[src/rtl/pcm_expand_if.sv]
// ============================================================================
// Module      : pcm_expand_if
// Description : Sample bus for the G.711 PCM-to-linear expander.
//               It carries the PCM codeword, the law select and the input
//               strobe, plus the registered linear sample and its strobe.
// Revision    : 1.0 - initial release
// ============================================================================
`default_nettype none

interface pcm_expand_if;
    logic [7:0]  SIN;
    logic        LAW;
    logic        in_valid;
    logic [13:0] SOUT;
    logic        out_valid;

    // The source of codewords drives the inputs and observes the result.
    modport master (
        output SIN,
        output LAW,
        output in_valid,
        input  SOUT,
        input  out_valid
    );

    // The expander consumes codewords and produces linear samples.
    modport slave (
        input  SIN,
        input  LAW,
        input  in_valid,
        output SOUT,
        output out_valid
    );
endinterface

`default_nettype wire

[src/rtl/pcm_expand.sv]
// ============================================================================
// Module      : pcm_expand
// Description : G.711 A-law / mu-law to 14-bit two's-complement linear
//               expander (G.726 EXPAND). Registered output with a valid
//               strobe, one sample per clock.
//               Optional macro EXPAND_PIPE_EN adds a register stage between
//               the sign/magnitude decode and the final negation. This gives
//               2-cycle latency and leaves the output values unchanged.
// Revision    : 1.0 - initial release
// ============================================================================
`default_nettype none

module pcm_expand (
    input  logic         clk,
    input  logic         reset,
    pcm_expand_if.slave  bus
);

    // Decode results: sign and unsigned magnitude, both below 8192.
    logic [7:0]  a_t;
    logic [6:0]  u_t;
    logic [2:0]  seg;
    logic [3:0]  mant;
    logic [13:0] base;
    logic        neg_w;
    logic [13:0] mag_w;

    // Sign and magnitude decode for both laws.
    always_comb begin
        a_t   = bus.SIN ^ 8'h55;
        u_t   = ~bus.SIN[6:0];
        seg   = 3'd0;
        mant  = 4'd0;
        base  = 14'd0;
        neg_w = 1'b0;
        mag_w = 14'd0;
        if (bus.LAW) begin
            // A-law: bit 7 set after de-inversion means positive.
            neg_w = ~a_t[7];
            seg   = a_t[6:4];
            mant  = a_t[3:0];
            base  = {9'd0, mant, 1'b1} + 14'd32;
            // Segment 0 has no implied leading one: 2*(2*mant+1).
            if (seg == 3'd0) begin
                mag_w = {8'd0, mant, 2'b10};
            end else begin
                mag_w = base << seg;
            end
        end else begin
            // mu-law: bias of 33 is added before shifting and removed after.
            neg_w = ~bus.SIN[7];
            seg   = u_t[6:4];
            mant  = u_t[3:0];
            base  = {9'd0, mant, 1'b1} + 14'd32;
            mag_w = (base << seg) - 14'd33;
        end
    end

    logic [13:0] sout_d, sout_q;
    logic        out_valid_d, out_valid_q;

`ifdef EXPAND_PIPE_EN
    logic        s1_valid_d, s1_valid_q;
    logic        s1_neg_d, s1_neg_q;
    logic [13:0] s1_mag_d, s1_mag_q;

    // Next-state for the decode stage and the negation/output stage.
    always_comb begin
        s1_valid_d  = bus.in_valid;
        s1_neg_d    = s1_neg_q;
        s1_mag_d    = s1_mag_q;
        sout_d      = sout_q;
        out_valid_d = s1_valid_q;
        if (bus.in_valid) begin
            s1_neg_d = neg_w;
            s1_mag_d = mag_w;
        end
        if (s1_valid_q) begin
            sout_d = s1_neg_q ? (14'd0 - s1_mag_q) : s1_mag_q;
        end
    end

    // Both stages and both valid bits clear on reset.
    always_ff @(posedge clk) begin
        if (reset) begin
            s1_valid_q  <= 1'b0;
            s1_neg_q    <= 1'b0;
            s1_mag_q    <= 14'd0;
            sout_q      <= 14'd0;
            out_valid_q <= 1'b0;
        end else begin
            s1_valid_q  <= s1_valid_d;
            s1_neg_q    <= s1_neg_d;
            s1_mag_q    <= s1_mag_d;
            sout_q      <= sout_d;
            out_valid_q <= out_valid_d;
        end
    end
`else
    // Negate in the same cycle; hold the last sample while idle.
    always_comb begin
        sout_d      = sout_q;
        out_valid_d = bus.in_valid;
        if (bus.in_valid) begin
            sout_d = neg_w ? (14'd0 - mag_w) : mag_w;
        end
    end

    // Single output register stage.
    always_ff @(posedge clk) begin
        if (reset) begin
            sout_q      <= 14'd0;
            out_valid_q <= 1'b0;
        end else begin
            sout_q      <= sout_d;
            out_valid_q <= out_valid_d;
        end
    end
`endif

    assign bus.SOUT      = sout_q;
    assign bus.out_valid = out_valid_q;

endmodule

`default_nettype wire

[src/flat_wrapper.sv]
// flat-port wrapper written by rule: the top's interface ports become plain ports
module pcm_expand_flat 
  (clk, reset, bus_SIN, bus_LAW, bus_in_valid, bus_SOUT, bus_out_valid);
  pcm_expand_if bus_i ();
  input  logic clk;
  input  logic reset;
  input wire logic [$bits(bus_i.SIN)-1:0] bus_SIN;
  input wire logic [$bits(bus_i.LAW)-1:0] bus_LAW;
  input wire logic [$bits(bus_i.in_valid)-1:0] bus_in_valid;
  output wire logic [$bits(bus_i.SOUT)-1:0] bus_SOUT;
  output wire logic [$bits(bus_i.out_valid)-1:0] bus_out_valid;
  assign bus_i.SIN = bus_SIN;
  assign bus_i.LAW = bus_LAW;
  assign bus_i.in_valid = bus_in_valid;
  assign bus_SOUT = bus_i.SOUT;
  assign bus_out_valid = bus_i.out_valid;
  pcm_expand u_core (.clk(clk), .reset(reset), .bus(bus_i));
endmodule
[config.mk]
export PLATFORM = sky130hd
export DESIGN_NAME = pcm_expand_flat
export DESIGN_NICKNAME = d
export VERILOG_FILES = /design/src/rtl/pcm_expand_if.sv /design/src/rtl/pcm_expand.sv /design/src/flat_wrapper.sv
export SDC_FILE = /design/constraint.sdc
export NUM_CORES = 1
export LEC_CHECK = 0
export ABC_AREA = 1
export BUFFER_PORTS_ARGS = -buffer_cell sky130_fd_sc_hd__buf_2
export CAP_MARGIN = 20
export CELL_PAD_IN_SITES_DETAIL_PLACEMENT = 1
export CELL_PAD_IN_SITES_GLOBAL_PLACEMENT = 1
export CORE_ASPECT_RATIO = 1.75
export CORE_UTILIZATION = 38
export DETAILED_ROUTE_END_ITERATION = 8
export GPL_ROUTABILITY_DRIVEN = 0
export HOLD_SLACK_MARGIN = 0.08
export PLACE_DENSITY = 0.86
export SLEW_MARGIN = 20
export SYNTH_ARGS = -nofsm -noshare
export SYNTH_HDL_FRONTEND = slang
export SYNTH_SLANG_ARGS = --single-unit
[constraint.sdc]
create_clock -name clk -period 2.9 [get_ports clk]
set_input_delay 0.29 -clock clk [delete_from_list [all_inputs] [get_ports clk]]
set_output_delay 0.29 -clock clk [all_outputs]
set_load 0.005 [all_outputs]
==> results.py <==
metrics = {
    "status": {
        "outcome": "finished, final reports clean",
    },
    "worst_setup_path": {
        "worstSetupEndpointType": "flop",
        "startpoint": "bus_SIN[4]",
        "crit_required_ns": 3.05,
        "critPathLaunchType": "primary input",
        "cp.arrival_ns": 2.50,
        "critPathKind": "in2reg",
        "reg2reg_depth": 2,
        "crit_fanout": 10,
        "reg2reg_from": "u_core.bus.SOUT[8]",
    },
    "pwr": {
        "p_leak_nw": 0.9796,
        "p_per_area_mw_per_mm2": 372.1,
        "comb_power_share_pct": 41.4,
        "irDropWorstVdd_uv": 302.9,
        "clkPwrFrac_pct": 24.7,
        "switching_share_pct": 39.00,
        "switchingPower_w": 0.0002666,
        "seqPwrFrac_pct": 33.9,
        "internal-power_w": 0.0004170,
    },
    "clocking": {
        "cts_post_setup_buffers_inserted": 0,
        "cts_buffers": 3,
        "cts_sinks": 15,
        "ctsResizeCount": 0,
        "postCtsHoldBufs": 0,
        "cts-root-buf": "clkbuf_8",
        "clk_latency_ns": 0.25,
        "path_clk_slew_ns": 0.06,
        "cts_tree": "yes",
        "cts_buffer_depth": 2,
        "htree_levels": 1,
    },
    "logic_synthesis": {
        "synthTopCellsByArea": "nand2_1 19%, dfxtp_1 18%, nand3_1 11%",
        "async_flop_share_pct": 0,
        "yosysMostFrequentCell": "nand2_1",
        "yosys_warnings": 0,
        "syn_inst": 292,
        "ys_ff_latch": 15,
        "synth_fp_nets": 306,
        "syn_avg_cell_area_um2": 5.686,
        "yosysTopAreaCellShare_pct": 18.99,
        "yosysUniqueCellTypes": 33,
        "syn_area_mm2": 0.001660,
        "synth_common_cells": "84 x nand2_1, 36 x nand3_1, 26 x nor2_1",
        "synth.largest_area_cell": "nand2_1",
        "synth_edf_count": 0,
        "ys_seq_area_share_pct": 18.09,
        "synth_ff_type": "dfxtp_1",
    },
    "timing": {
        "worst_pin_slew_ns": 0.4153,
        "finalSetupTns_ns": 0,
        "slew_violations": 0,
        "rsz0062_at_grt": "no",
        "period_needed_ns": 2.347,
        "timing.slew.headroom_pct": 72.02,
        "fin_crit_sh_pct": 80.92,
        "clock.fmax_mhz": 426.2,
        "finalSetupViolCount": 0,
        "hold_violations": 0,
        "worst_hold_slack_ns": 0.3036,
        "skew_ns": 0,
    },
    "detailed_routing": {
        "vias": 1961,
        "firstDrtPassIters": 4,
        "wl_per_cell_um": 14.17,
        "detail-route-antenna-nets": 0,
        "viasPerCell": 5.432,
        "route.detailed.drc": 0,
        "dr.first_iter.drc_count": 23,
        "wl_um": 5116,
    },
    "floorplan": {
        "io-pin-count": 27,
        "initial_core_util_pct": 40.01,
        "die_w_um": 51.97,
        "fp-row-count": 31,
        "dieArea_mm2": 0.004648,
        "die_y_um": 89.44,
        "core_area_mm2": 0.004150,
    },
    "finish": {
        "syn_to_final_growth_pct": 10.63,
        "antenna_cells": 0,
        "fillers": 638,
        "drive_gt1_share_pct": 21.79,
        "nNetsFinal": 327,
    },
    "worst_hold_path": {
        "hold_depth": 2,
        "min-delay-start": "reset",
        "hp-class": "in2reg",
    },
    "global_route": {
        "antenna_found_initial": 0,
        "grt_pass1_wl_um": 8321,
        "track_usage_pct": 23.80,
        "grt-ovfl-total": 0,
        "grt_pass1_vias": 1943,
        "grt_max_degree": 27,
    },
    "placement": {
        "port_buffers": 26,
        "dpl.hpwl_um": 4369,
    },
    "job": {
        "max_cap_violations": 0,
    },
}
## metrics by stage
stage / utilization, % / power (W) / instances / cell area, um^2 / setup slack [ns]
6_report: 44.26 / 0.0006835 / 361 / 1837 / 0.5535
5_1_grt: 44.26 / 0.0007345 / 361 / 1837 / 0.3823
4_1_cts: 44.26 / 0.0006877 / 361 / 1837 / 0.5654
3_5_place_dp: 43.17 / 0.0005197 / 357 / 1792 / 0.3118
3_3_place_gp: 43.17 / 0.0005069 / 357 / 1792 / 0.4233
2_1_floorplan: - / 0.0004400 / 292 / 1660 / 0.6989
## worst paths after layout
kind / to / slack [ns]
min reg2reg: u_core.bus.SOUT[5] / 0.51
max: u_core.bus.SOUT[10] / 0.55
max reg2reg: u_core.bus.SOUT[8] / 2.24
min: u_core.bus.out_valid / 0.30
## sequential cells by signal (all words and copies together) (netlist names)
signal and cells:
u_core.bus.SOUT 14, u_core.bus.out_valid 1
## critical path, cell delays in order
cell	delay [ns]
buf_2	0.18
nand2_1	0.12
inv_2	0.06
nor2_1	0.14
nand2_1	0.08
ha_1	0.27
nor2_1	0.04
o21ai_2	0.18
ha_1	0.22
nand2_1	0.08
nor2_2	0.10
nand2_1	0.07
nor2_2	0.12
nand2_2	0.08
nor2_4	0.10
nand2_1	0.08
nand3_1	0.07
nand3_1	0.09
nand2_1	0.09
inv_1	0.03
## metal layers
layer  part of all wire (%)  GRT usage (%)  up-vias
li1                       -              -      982
met1                     37          20.46      917
met4                    4.0          14.25        0
met5                      0              0        -
met2                     57          49.18       45
met3                    2.7          2.381       17
## layout make-up
cell class	instances	area, um^2	area share [%]
Multi-Input combinational cell	230	1149	62.53
Sequential cell	15	300.3	16.35
Timing Repair Buffer	28	145.1	7.902
Inverter	35	136.4	7.425
Tap cell	49	61.31	3.338
Clock buffer	4	45.04	2.452
## power groups by stage
stage / combinational (W) / sequential [W] / clock, W
detailed placement: 0.000284 / 0.000236 / 0
floorplan: 0.000203 / 0.000237 / 0
global route: 0.000320 / 0.000233 / 0.000181
global placement: 0.000272 / 0.000235 / 0
CTS: 0.000285 / 0.000232 / 0.000171
finish: 0.000283 / 0.000232 / 0.000169
## logic make-up after synthesis
family	after synthesis	synth area share, %
simple gates	175	48.30
compound gates	49	17.26
buf+inv	47	12.74
flops	15	18.09
xor+xnor	4	2.110
fa+ha+maj	2	1.507
## layout by cell type (no fill, tap or decap), types with 3 or more instances in the layout
cell      synthesis  layout
nand2_1          84      84
nand3_1          36      36
nor2_1           26      26
buf_2             6      26
inv_1            24      24
o21ai_0          15      15
a21oi_1          15      15
dfxtp_1          15      15
nand2_2          11      11
inv_2             9       9
nor2_2            6       6
nand3_2           4       4
o21ai_1           4       4
o211ai_1          4       4
xor2_1            4       4
o21bai_1          3       3
clkbuf_8          0       3
(Power assumes the default switching activity.)
